[src/rtl/decode_stage.sv]
// rtl/decode_stage.sv - instruction decode stage with one registered output slot
// Combinational decode of instr feeds a valid/ready slot with flush and sticky halt.
module decode_stage #(
  parameter int OPERAND_WIDTH = 16
) (
  input  logic                     clk,
  input  logic                     rst_n,
  input  logic                     in_valid,
  output logic                     in_ready,
  input  logic [OPERAND_WIDTH-1:0] instr,
  input  logic [OPERAND_WIDTH-1:0] pc_in,
  input  logic                     flush,
  output logic                     out_valid,
  input  logic                     out_ready,
  output logic [4:0]               alu_opcode,
  output logic [1:0]               alu_funct,
  output logic [2:0]               rs,
  output logic [2:0]               rt,
  output logic [2:0]               rd,
  output logic [OPERAND_WIDTH-1:0] imm,
  output logic [OPERAND_WIDTH-1:0] pc_out,
  output logic                     reg_write,
  output logic                     mem_read,
  output logic                     mem_write,
  output logic                     is_branch,
  output logic                     is_jump,
  output logic                     exc,
  output logic                     halted,
  output logic [15:0]              dec_count
);

  localparam int W = OPERAND_WIDTH;

  logic [4:0]   op;
  logic [2:0]   d_rd;
  logic [W-1:0] d_imm;
  logic         d_reg_write;
  logic         d_mem_read;
  logic         d_mem_write;
  logic         d_is_branch;
  logic         d_is_jump;
  logic         d_exc;
  logic         accept;

  assign op       = instr[15:11];
  assign in_ready = ~halted & (~out_valid | out_ready);
  assign accept   = in_valid & in_ready;

  always_comb begin
    d_rd = 3'd0;
    casez (op)
      5'b11001, 5'b11010, 5'b11011, 5'b111??: d_rd = instr[4:2];
      5'b010??, 5'b101??, 5'b10001:           d_rd = instr[7:5];
      5'b11000, 5'b10010, 5'b10011:           d_rd = instr[10:8];
      5'b0011?:                               d_rd = 3'd7;
      default:                                d_rd = 3'd0;
    endcase
  end

  always_comb begin
    d_imm = '0;
    casez (op)
      5'b01000, 5'b01001, 5'b10000, 5'b10001, 5'b10011:
        d_imm = {{(W-5){instr[4]}}, instr[4:0]};
      5'b01010, 5'b01011, 5'b101??:
        d_imm = {{(W-5){1'b0}}, instr[4:0]};
      5'b011??, 5'b11000, 5'b00101, 5'b00111:
        d_imm = {{(W-8){instr[7]}}, instr[7:0]};
      5'b10010:
        d_imm = {{(W-8){1'b0}}, instr[7:0]};
      5'b00100, 5'b00110:
        d_imm = {{(W-11){instr[10]}}, instr[10:0]};
      default:
        d_imm = '0;
    endcase
  end

  always_comb begin
    d_reg_write = 1'b0;
    casez (op)
      5'b010??, 5'b101??, 5'b1101?, 5'b11001, 5'b111??,
      5'b10001, 5'b10011, 5'b11000, 5'b10010, 5'b0011?:
        d_reg_write = 1'b1;
      default:
        d_reg_write = 1'b0;
    endcase
    d_mem_read  = (op == 5'b10001);
    d_mem_write = (op == 5'b10000) | (op == 5'b10011);
    d_is_branch = (op[4:2] == 3'b011);
    d_is_jump   = (op[4:2] == 3'b001);
    d_exc       = (op == 5'b00010) | (op == 5'b00011);
  end

  // Flush wins over a same-cycle accept: the incoming word is dropped and not counted.
  always_ff @(posedge clk or negedge rst_n) begin
    if (!rst_n) begin
      out_valid  <= 1'b0;
      alu_opcode <= 5'd0;
      alu_funct  <= 2'd0;
      rs         <= 3'd0;
      rt         <= 3'd0;
      rd         <= 3'd0;
      imm        <= '0;
      pc_out     <= '0;
      reg_write  <= 1'b0;
      mem_read   <= 1'b0;
      mem_write  <= 1'b0;
      is_branch  <= 1'b0;
      is_jump    <= 1'b0;
      exc        <= 1'b0;
      halted     <= 1'b0;
      dec_count  <= 16'd0;
    end else if (flush) begin
      out_valid  <= 1'b0;
      alu_opcode <= 5'd0;
      alu_funct  <= 2'd0;
      rs         <= 3'd0;
      rt         <= 3'd0;
      rd         <= 3'd0;
      imm        <= '0;
      pc_out     <= '0;
      reg_write  <= 1'b0;
      mem_read   <= 1'b0;
      mem_write  <= 1'b0;
      is_branch  <= 1'b0;
      is_jump    <= 1'b0;
      exc        <= 1'b0;
    end else if (accept) begin
      out_valid  <= 1'b1;
      alu_opcode <= op;
      alu_funct  <= instr[1:0];
      rs         <= instr[10:8];
      rt         <= instr[7:5];
      rd         <= d_rd;
      imm        <= d_imm;
      pc_out     <= pc_in;
      reg_write  <= d_reg_write;
      mem_read   <= d_mem_read;
      mem_write  <= d_mem_write;
      is_branch  <= d_is_branch;
      is_jump    <= d_is_jump;
      exc        <= d_exc;
      dec_count  <= dec_count + 16'd1;
      if (op == 5'b00000) begin
        halted <= 1'b1;
      end
    end else if (out_ready) begin
      out_valid <= 1'b0;
    end
  end

endmodule

[config.mk]
export PLATFORM = sky130hd
export DESIGN_NAME = decode_stage
export DESIGN_NICKNAME = d
export VERILOG_FILES = /design/src/rtl/decode_stage.sv
export SDC_FILE = /design/constraint.sdc
export NUM_CORES = 1
export LEC_CHECK = 0
export CORE_MARGIN = 5
export CORE_UTILIZATION = 29
export CTS_CLUSTER_DIAMETER = 30
export DETAILED_ROUTE_END_ITERATION = 8
export PLACE_DENSITY = 0.54
export SLEW_MARGIN = 5
export SYNTH_ARGS = -nofsm -noshare
export SYNTH_HDL_FRONTEND = slang
export SYNTH_SLANG_ARGS = --single-unit
[constraint.sdc]
create_clock -name clk -period 3.35 [get_ports clk]
set_clock_uncertainty 0.1 [all_clocks]
set_input_delay 1.005 -clock clk [delete_from_list [all_inputs] [get_ports clk]]
set_output_delay 1.005 -clock clk [all_outputs]
set_load 0.01 [all_outputs]
==> results.ini, run 1 <==
[status]
run_status=completed

[clock_tree]
cts_made_buffers=9
cts_resized=0
clock_latency_ns=0.34
hold_buffers=0
cts_sinks=67
cts_tree=built
root_buffer=clkbuf_8
post_cts_buffers=0
cts_buffer_depth=2
clkTransAtPathRegs_ns=0.07
htreeDepth=3

[floorplan]
fp.dieW_um=112
die_h_um=112
ioPinCount=110
design.die.area_um2=12600
start_util=0.296
core_um2=10300
rows=37

[critical_path]
critPathRequiredTime_ns=2.24
end_kind=output pin
critPathLaunchType=input pin
worstPathMaxFanout=2
reg2reg_setup_slack_ns=1.39
crit_type=in -> out
crit_arrival_ns=2.20
reg2reg_depth=5

[grt]
grt_start_max_net_pins=68
grt_pass1_vias=2657
grt_pass1_wl_mm=14.1
antenna_found_initial=0
overflow=0
grtUsageTotal=0.142

[layout]
n_antenna_cell=0
nets=409
area_growth_pct=48.4
stdcell_count=511
drive_gt1_frac=0.123
fin_area_um2=4520

[sta]
finalHoldViolCount=0
setup_tns_ns=0
rsz0062_at_grt=no
slew_headroom=0.583
fin_crit_sh=0.985
finalSetupViolations=0
tightest_slew_ns=0.623
fmaxAchievable_ghz=0.303
fin_crit_ns=3.30
slew_viol_final=0
worst_slack_ns=0.0494

[routing]
antenna_violating_nets_post_route=0
dr.pass1.iters=4
dr_total_vias=2499
via_per_inst=4.89
drt_wl_total_mm=8.72
drtIter0Drc=110
remaining_drc_errors=0
routedWlPerCell_um=17.1

[job]
maxCapViolations=0

[placed_design]
io_buffers=109
pre_cts_ws_ns=0.0553
place_hpwl_mm=6.38
place_inst=496
place.gp.congestion=0.760
place_area_um2=4360

[power]
p_leak_nw=1.94
ir_drop_uv=190
power_density_nw_per_um2=436

[synthesis]
syn_nets=293
synth_edf_count=0
synth_cell_types=46
postSynthCellCount=255
yosysSeqAreaShare=0.551
synth.avg_cell_area_um2=11.9
async_reset_ff_frac=1.00
syn-cell-area_um2=3040
synth_seq_cells=67
ys.flop_type=dfrtp_1
yosys_warnings=0

[hold_path]
min_path_cells=1
hold_class=reg -> reg

-- synthesized netlist by cell type (2+ instances only) --
cell,number,area [µm²]
nand2b_1,5,31.3
nor4_4,2,42.5
o21ba_2,2,20.0
xor2_1,7,61.3
nor2_1,6,22.5
a31o_2,2,17.5
buf_4,5,37.5
a22oi_1,9,67.6
nand3_1,3,15.0
o211ai_1,2,15.0
buf_1,4,15.0
nand4_1,5,31.3
nor3_2,2,20.0
nor3b_1,2,15.0
dfrtp_1,67,1680
a32o_1,5,50.1
nor3_1,5,25.0
o211a_1,2,20.0
and2_1,2,12.5
clkbuf_1,6,22.5
buf_2,4,20.0
a22o_1,39,342
o21ai_0,4,20.0
nand2_1,23,86.3
inv_1,3,11.3
xnor2_1,9,78.8
o311a_1,3,30.0
nor2b_1,5,31.3
nor4_1,3,18.8
a221oi_1,3,26.3
-- per-stage QoR --
step	hold slack [ns]	total power [W]	util
after floorplan	0.407	0.00114	-
after global placement	0.363	0.00142	0.424
after detailed placement	0.366	0.00143	0.424
after CTS	0.376	0.00201	0.439
after global routing	0.388	0.00209	0.439
final	0.368	0.00197	0.439
-- where the power goes --
part / internal, W / switching, W / leakage, nW
logic: 0.000251 / 0.000210 / 0.960
clock network: 0.000262 / 0.000304 / 0.0819
registers: 0.000876 / 0.0000689 / 0.894
total: 0.00139 / 0.000583 / 1.94
-- cells in the final DEF (no fill, tap or decap), types with 4 or more instances in the layout --
master / instances
o21ai_0: 4
nand4_1: 5
nor2_1: 6
xor2_1: 7
a22o_1: 39
buf_4: 13
nand2b_1: 5
a22oi_1: 9
clkdlybuf4s50_1: 108
xnor2_1: 9
nor3_1: 5
nand2_1: 23
nor2b_1: 5
a32o_1: 5
dfrtp_1: 67
clkbuf_8: 9
-- metal layers --
layer | share of wire | global-route usage
met1 | 0.45 | 0.181
met2 | 0.47 | 0.227
met3 | 0.060 | 0.0426
met4 | 0.019 | 0.0513
met5 | 0 | 0
-- critical path: stages --
cell and delay (ns):
clkdlybuf4s50_1 0.52, nor2b_4 0.05, nor2_1 0.08, clkdlybuf4s50_1 0.54
-- layout make-up --
class,count,area (µm²)
clock buffers,10,128
clock inverters,5,31.3
fillers,989,5760
inverters,3,11.3
multi-input cells,165,1260
flip-flops and latches,67,1680
well taps,136,170
repair buffers,125,1240
-- path summary, 6_finish.rpt --
path | start | endpoint
min in group asynchronous | rst_n | dec_count[7]
min | dec_count[15] | dec_count[15]
max reg2reg | out_valid | imm[6]
min reg2reg | dec_count[15] | dec_count[15]
max in group asynchronous | rst_n | mem_write
max | out_ready | in_ready
-- kinds of logic after synthesis --
| family | share of synthesized area |
|---|---|
| xor+xnor | 0.0460 |
| flops | 0.551 |
| compound gates | 0.209 |
| simple gates | 0.151 |
| fa+ha+maj | 0.00411 |
| buf+inv | 0.0386 |
-- registers in the layout, summed over array words and instances (netlist names), 2 cells and up --
signal,cells
alu_opcode,5
rd,3
rs,3
alu_funct,2
pc_out,16
dec_count,16
imm,11
rt,3
(Power assumes the default switching activity.)
==> run 2, diff against run 1 <==
--- a/config.mk
+++ b/config.mk
@@ -7,7 +7,7 @@
 export LEC_CHECK = 0
 export CORE_MARGIN = 5
 export CORE_UTILIZATION = 29
-export CTS_CLUSTER_DIAMETER = 30
+export CTS_CLUSTER_DIAMETER = 50
 export DETAILED_ROUTE_END_ITERATION = 8
 export PLACE_DENSITY = 0.54
 export SLEW_MARGIN = 5
==> constraint.sdc (replaced) <==
create_clock -name clk -period 3.6 [get_ports clk]
set_clock_uncertainty 0.1 [all_clocks]
set_input_delay 1.08 -clock clk [delete_from_list [all_inputs] [get_ports clk]]
set_output_delay 1.08 -clock clk [all_outputs]
set_load 0.01 [all_outputs]
==> run 2 against run 1 <==
Effect of this change: count of clock-buffer cells in the layout unchanged; die area unchanged; first-iteration DRC count grew 18%; worst setup slack better by 0.063 ns; combinational power decreased by 10%; worst hold slack better by 0.012 ns; via count fell by 1.7%; wire length fell by 1.5%; critical path depth stayed put; critical path type unchanged.
==> results.ini, run 2 (synthesis results as in run 1) <==
[status]
run_status=completed

[placed_design]
io_buffers=109
place_inst=491
place_hpwl_mm=6.26
place.gp.congestion=0.768

[layout]
n_antenna_cell=0
fill_cells=980
nets=404
final_common_cell=clkdlybuf4s50_1
stdcell_count=507
area_growth_pct=49.4
layout_common_cells=clkdlybuf4s50_1 (108), dfrtp_1 (67), a22o_1 (39)
top_regs=dec_count (16), pc_out (16), imm (11)
drive_gt1_frac=0.113

[grt]
overflow=0
grtUsageTotal=0.139
grt_pass1_wl_mm=14.1
grt_start_max_net_pins=37
antenna_found_initial=0
grt_pass1_vias=2640

[clock_tree]
cts_buffer_depth=2
cts_made_buffers=9
clkTransAtPathRegs_ns=0.07
hold_buffers=0
post_cts_buffers=0
cts_resized=0
cts_sinks=67
htreeDepth=3
cts_tree=built
clock_latency_ns=0.33
root_buffer=clkbuf_8

[power]
p_leak_nw=1.94
ir_drop_uv=243
power_density_nw_per_um2=468

[critical_path]
cpMaxStageDelayCell=clkdlybuf4s50_1
crit_type=in -> out
worstPathMaxFanout=5
r2r-start=halted
critPathRequiredTime_ns=2.42
end_kind=output pin
critPathMostFrequentCell=clkdlybuf4s50_1
crit_arrival_ns=2.31
r2r_end=imm[3]
reg2reg_depth=4
reg2reg_setup_slack_ns=1.72
critical_path.cell_chain=clkdlybuf4s50_1 -> nor2b_4 -> nor2_1 -> clkdlybuf4s50_1
slowest_delay_ns=0.47
critPathLaunchType=input pin

[hold_path]
min_path_cells=2
hold_class=reg -> reg
worstHoldStart=alu_opcode[0]
worstHoldEndpoint=alu_opcode[0]

[sta]
finalHoldViolCount=0
rsz0062_at_grt=no
slew_viol_final=0
setup_tns_ns=0
fin_crit_ns=3.49
tightest_slew_ns=0.578
finalSetupViolations=0
fmaxAchievable_ghz=0.287
fin_crit_sh=0.969
slew_headroom=0.615

[routing]
drt_wl_total_mm=8.59
drtIter0Drc=130
via_per_inst=4.85
dr.pass1.iters=4
routedWlPerCell_um=16.9
dr_total_vias=2457
remaining_drc_errors=0
antenna_violating_nets_post_route=0

[floorplan]
die_h_um=112
ioPinCount=110
rows=37
design.die.area_um2=12600
fp.dieW_um=112
core_um2=10300
start_util=0.296

[job]
maxCapViolations=0

==> run 2: cell types whose count changed in the layout (fill, tap and decap cells not counted), sizes merged <==
cell,before,now
inv,3,4
buf,17,12
clkinv,4,0
bufinv,0,4
==> run 2: metrics by stage <==
step	utilization	area [µm²]	worst slack, ns	hold WS, ns	power [W]
3_3_place_gp	0.417	4280	0.115	0.362	0.00131
2_1_floorplan	-	3040	1.09	0.407	0.00106
4_1_cts	0.442	4550	0.0985	0.387	0.00216
6_report	0.442	4550	0.112	0.380	0.00213
3_5_place_dp	0.417	4280	0.102	0.370	0.00132
5_1_grt	0.442	4550	0.0646	0.415	0.00223
==> run 2: layout make-up <==
class,instances,area [µm²],share of cell area
Clock inverter,6,136,0.0300
Inverter,3,11.3,0.00248
Clock buffer,10,128,0.0281
Sequential cell,67,1680,0.369
Multi-Input combinational cell,165,1260,0.276
Tap cell,136,170,0.0374
Timing Repair Buffer,120,1170,0.257
==> run 2: critical path: cells and delay by family <==
kind / cells / cell delay, ns
buf+inv: 2 / 0.93
simple gates: 2 / 0.29
==> run 2: how the worst max path moves through the flow <==
stage / from / end / slack [ns] / depth (start not counted)
2_1_floorplan: out_ready / in_ready / 1.09 / 2
3_3_place_gp: out_ready / in_ready / 0.11 / 4
3_5_place_dp: out_ready / in_ready / 0.10 / 4
4_1_cts: out_ready / in_ready / 0.1 / 4
5_1_grt: out_ready / in_ready / 0.06 / 4
6_report: out_ready / in_ready / 0.11 / 4
==> run 2: where the power goes <==
part	switching, W	internal, W
logic	0.000191	0.000224
clock network	0.000296	0.000533
registers	0.0000665	0.000814
==> run 2: metal layers <==
layer,global-route usage,part of all wire,vias to the layer above
met5,0,0,-
met4,0.0497,0.014,0
met3,0.0345,0.057,9
met2,0.217,0.46,81
met1,0.189,0.47,1186
li1,-,-,1181
==> RTL edit (settings of run 2) <==
Make the reset (`rst_n`) synchronous in one clocked block.
--- a/src/rtl/decode_stage.sv
+++ b/src/rtl/decode_stage.sv
@@ -92,7 +92,7 @@
   end
 
   // Flush wins over a same-cycle accept: the incoming word is dropped and not counted.
-  always_ff @(posedge clk or negedge rst_n) begin
+  always_ff @(posedge clk) begin
     if (!rst_n) begin
       out_valid  <= 1'b0;
       alu_opcode <= 5'd0;
Formal check against the unedited RTL: differs if rst_n is asserted again (counterexample within 4 cycles, from zero or initial values and one cycle with rst_n low); with rst_n held inactive, the same outputs for 10 cycles.
==> RTL edit against run 2 <==
- non-clock buffer count down 2
- sequential share of layout area down 6.2 points
- sequential cell count unchanged
- setup slack better by 0.063 ns
- total power down 20%
- cell area down 4.0%
- wire length up 8.8%
- largest cell class is now multi-input combinational cells
- hold slack worse by 0.028 ns
- area after synthesis down 2.9%
==> RTL edit: results (changes against run 2) <==
stage,metric,value,unit,change
synthesis,synthArstFlopShare,0,%,-100 points
clock_network,htree_levels,3,,unchanged
synthesis,synth_area_leaders,"dfxtp_1 (45%), nand2_1 (11%), a21oi_1 (9.1%)",,
worst_setup_path,crit_path_end,in_ready,,
clock_network,numCtsBuffers,9,,unchanged
clock_network,post_cts_buffers,0,,unchanged
clock_network,clock_latency,0.34,ns,
worst_setup_path,critPathMaxFanout,2,,-3
grt,antenna_found_initial,0,,unchanged
placed_design,gp_congestion,0.809,,+5.3%
final_layout,fin_nets,505,,+25%
placed_design,place_hpwl,6.90,mm,+10%
synthesis,yosysTopAreaCellShare,45.4,%,-9.7 points
clock_network,cts_resized,0,,unchanged
power,cellLeakagePower,1.47,nW,-24%
worst_setup_path,cp.arrival,2.24,ns,-0.07 ns
clock_network,path_clk_slew,0.06,ns,
grt,grt_start_max_net_pins,36,,-2.7%
worst_setup_path,reg2reg_depth,4,,unchanged
final_layout,n_antenna_cell,0,,unchanged
drt,vias,2976,,+21%
power,ir_worst_vdd,0.166,mV,-32%
status,status,"complete, no violations",,
worst_setup_path,timing.rr.start,halted,,
worst_setup_path,rr_endpoint,dec_count[15],,
final_layout,drive_gt1_share,6.99,%,-4.3 points
final_layout,largest_registers,"dec_count: 16 flops, pc_out: 16 flops, imm: 11 flops",,
clock_network,clk_path_buf_depth,2,,unchanged
grt,track_usage,15.3,%,+1.3 points
clock_network,cts-root-buf,clkbuf_8,,
synthesis,yosysWarnings,0,,unchanged
grt,grt_pass1_wl,15.3,mm,+8.1%
min_path,hold_class,reg -> reg,,
synthesis,synth.distinct_cells,48,,+4.3%
final_layout,n_fill_cell,963,,-1.7%
synthesis,synth_edf_count,0,,unchanged
worst_setup_path,crit_path_start,out_ready,,
drt,remaining_drc_errors,0,,unchanged
placed_design,portBuffers,109,,unchanged
synthesis,syn-num-nets,406,,+39%
drt,drt_iter0_drc,196,,+51%
worst_setup_path,r2r_setup_slack,1.65,ns,-0.07 ns
drt,first_pass_iters,4,,unchanged
synthesis,seq_area_frac_synth,45.4,%,-9.7 points
sta,relSlewSlack,51.4,%,-10 points
synthesis,synth_top_cells_by_count,"nand2_1 (85), dfxtp_1 (67), a21oi_1 (54)",,
drt,routedWlPerCell,15.4,µm,-8.8%
[RTL edit: changes by cell type after synthesis, moves of 7 or more]
cell,change
a21oi_1,+53
dfrtp_1,-67
dfxtp_1,+67
a22o_1,-39
nand2_1,+62
xnor2_1,-7
nor2_1,+10
nand3_1,+11
[RTL edit: metal layers]
layer | vias up | part of all wire, % | global-route usage [%]
li1 | 1485 | - | -
met1 | 1375 | 47 | 20.3
met2 | 103 | 43 | 22.6
met3 | 13 | 7.9 | 5.79
met4 | 0 | 1.5 | 5.17
met5 | - | 0 | 0
[RTL edit: stage by stage]
step	total power, mW	instances	cell area, µm²	hold slack (ns)	worst slack [ns]
2_1_floorplan	0.886	368	2960	0.376	1.06
3_3_place_gp	0.999	589	4140	0.340	0.195
3_5_place_dp	1.00	589	4140	0.347	0.178
4_1_cts	1.72	605	4370	0.358	0.167
5_1_grt	1.78	605	4370	0.372	0.109
6_report	1.69	605	4370	0.352	0.176
[RTL edit: cells by family after synthesis]
family	Yosys count	share of synthesized area, %
flops	67	45.4
mux	2	0.677
fa+ha+maj	1	0.423
xor+xnor	8	2.37
compound gates	89	18.1
simple gates	165	27.3
buf+inv	36	5.84
[RTL edit: power breakdown]
part	switching [mW]	leakage, nW	total (mW)	internal (mW)
Combinational	0.114	0.813	0.214	0.101
Sequential	0.0103	0.543	0.768	0.758
Clock	0.283	0.113	0.710	0.427
Total	0.407	1.47	1.69	1.29
[RTL edit: worst min path at each step]
| stage | from | end | depth (start not counted) |
|---|---|---|---|
| after floorplan | imm[0] | imm[0] | 2 |
| after global placement | pc_out[0] | pc_out[0] | 2 |
| after detailed placement | is_branch | is_branch | 2 |
| after CTS | imm[1] | imm[1] | 2 |
| after global routing | imm[1] | imm[1] | 2 |
| final | imm[4] | imm[4] | 2 |
[RTL edit: cell type report]
class	instances	area share [%]
Clock buffer	12	3.55
Clock inverter	4	1.66
Inverter	6	0.516
Multi-Input combinational cell	265	33.2
Sequential cell	67	30.7
Tap cell	133	3.81
Timing Repair Buffer	118	26.5
[RTL edit: critical path: stages]
cell             delay, ns
clkdlybuf4s50_1       0.47
nor2b_1               0.06
nor2_1                0.09
clkdlybuf4s50_1       0.54
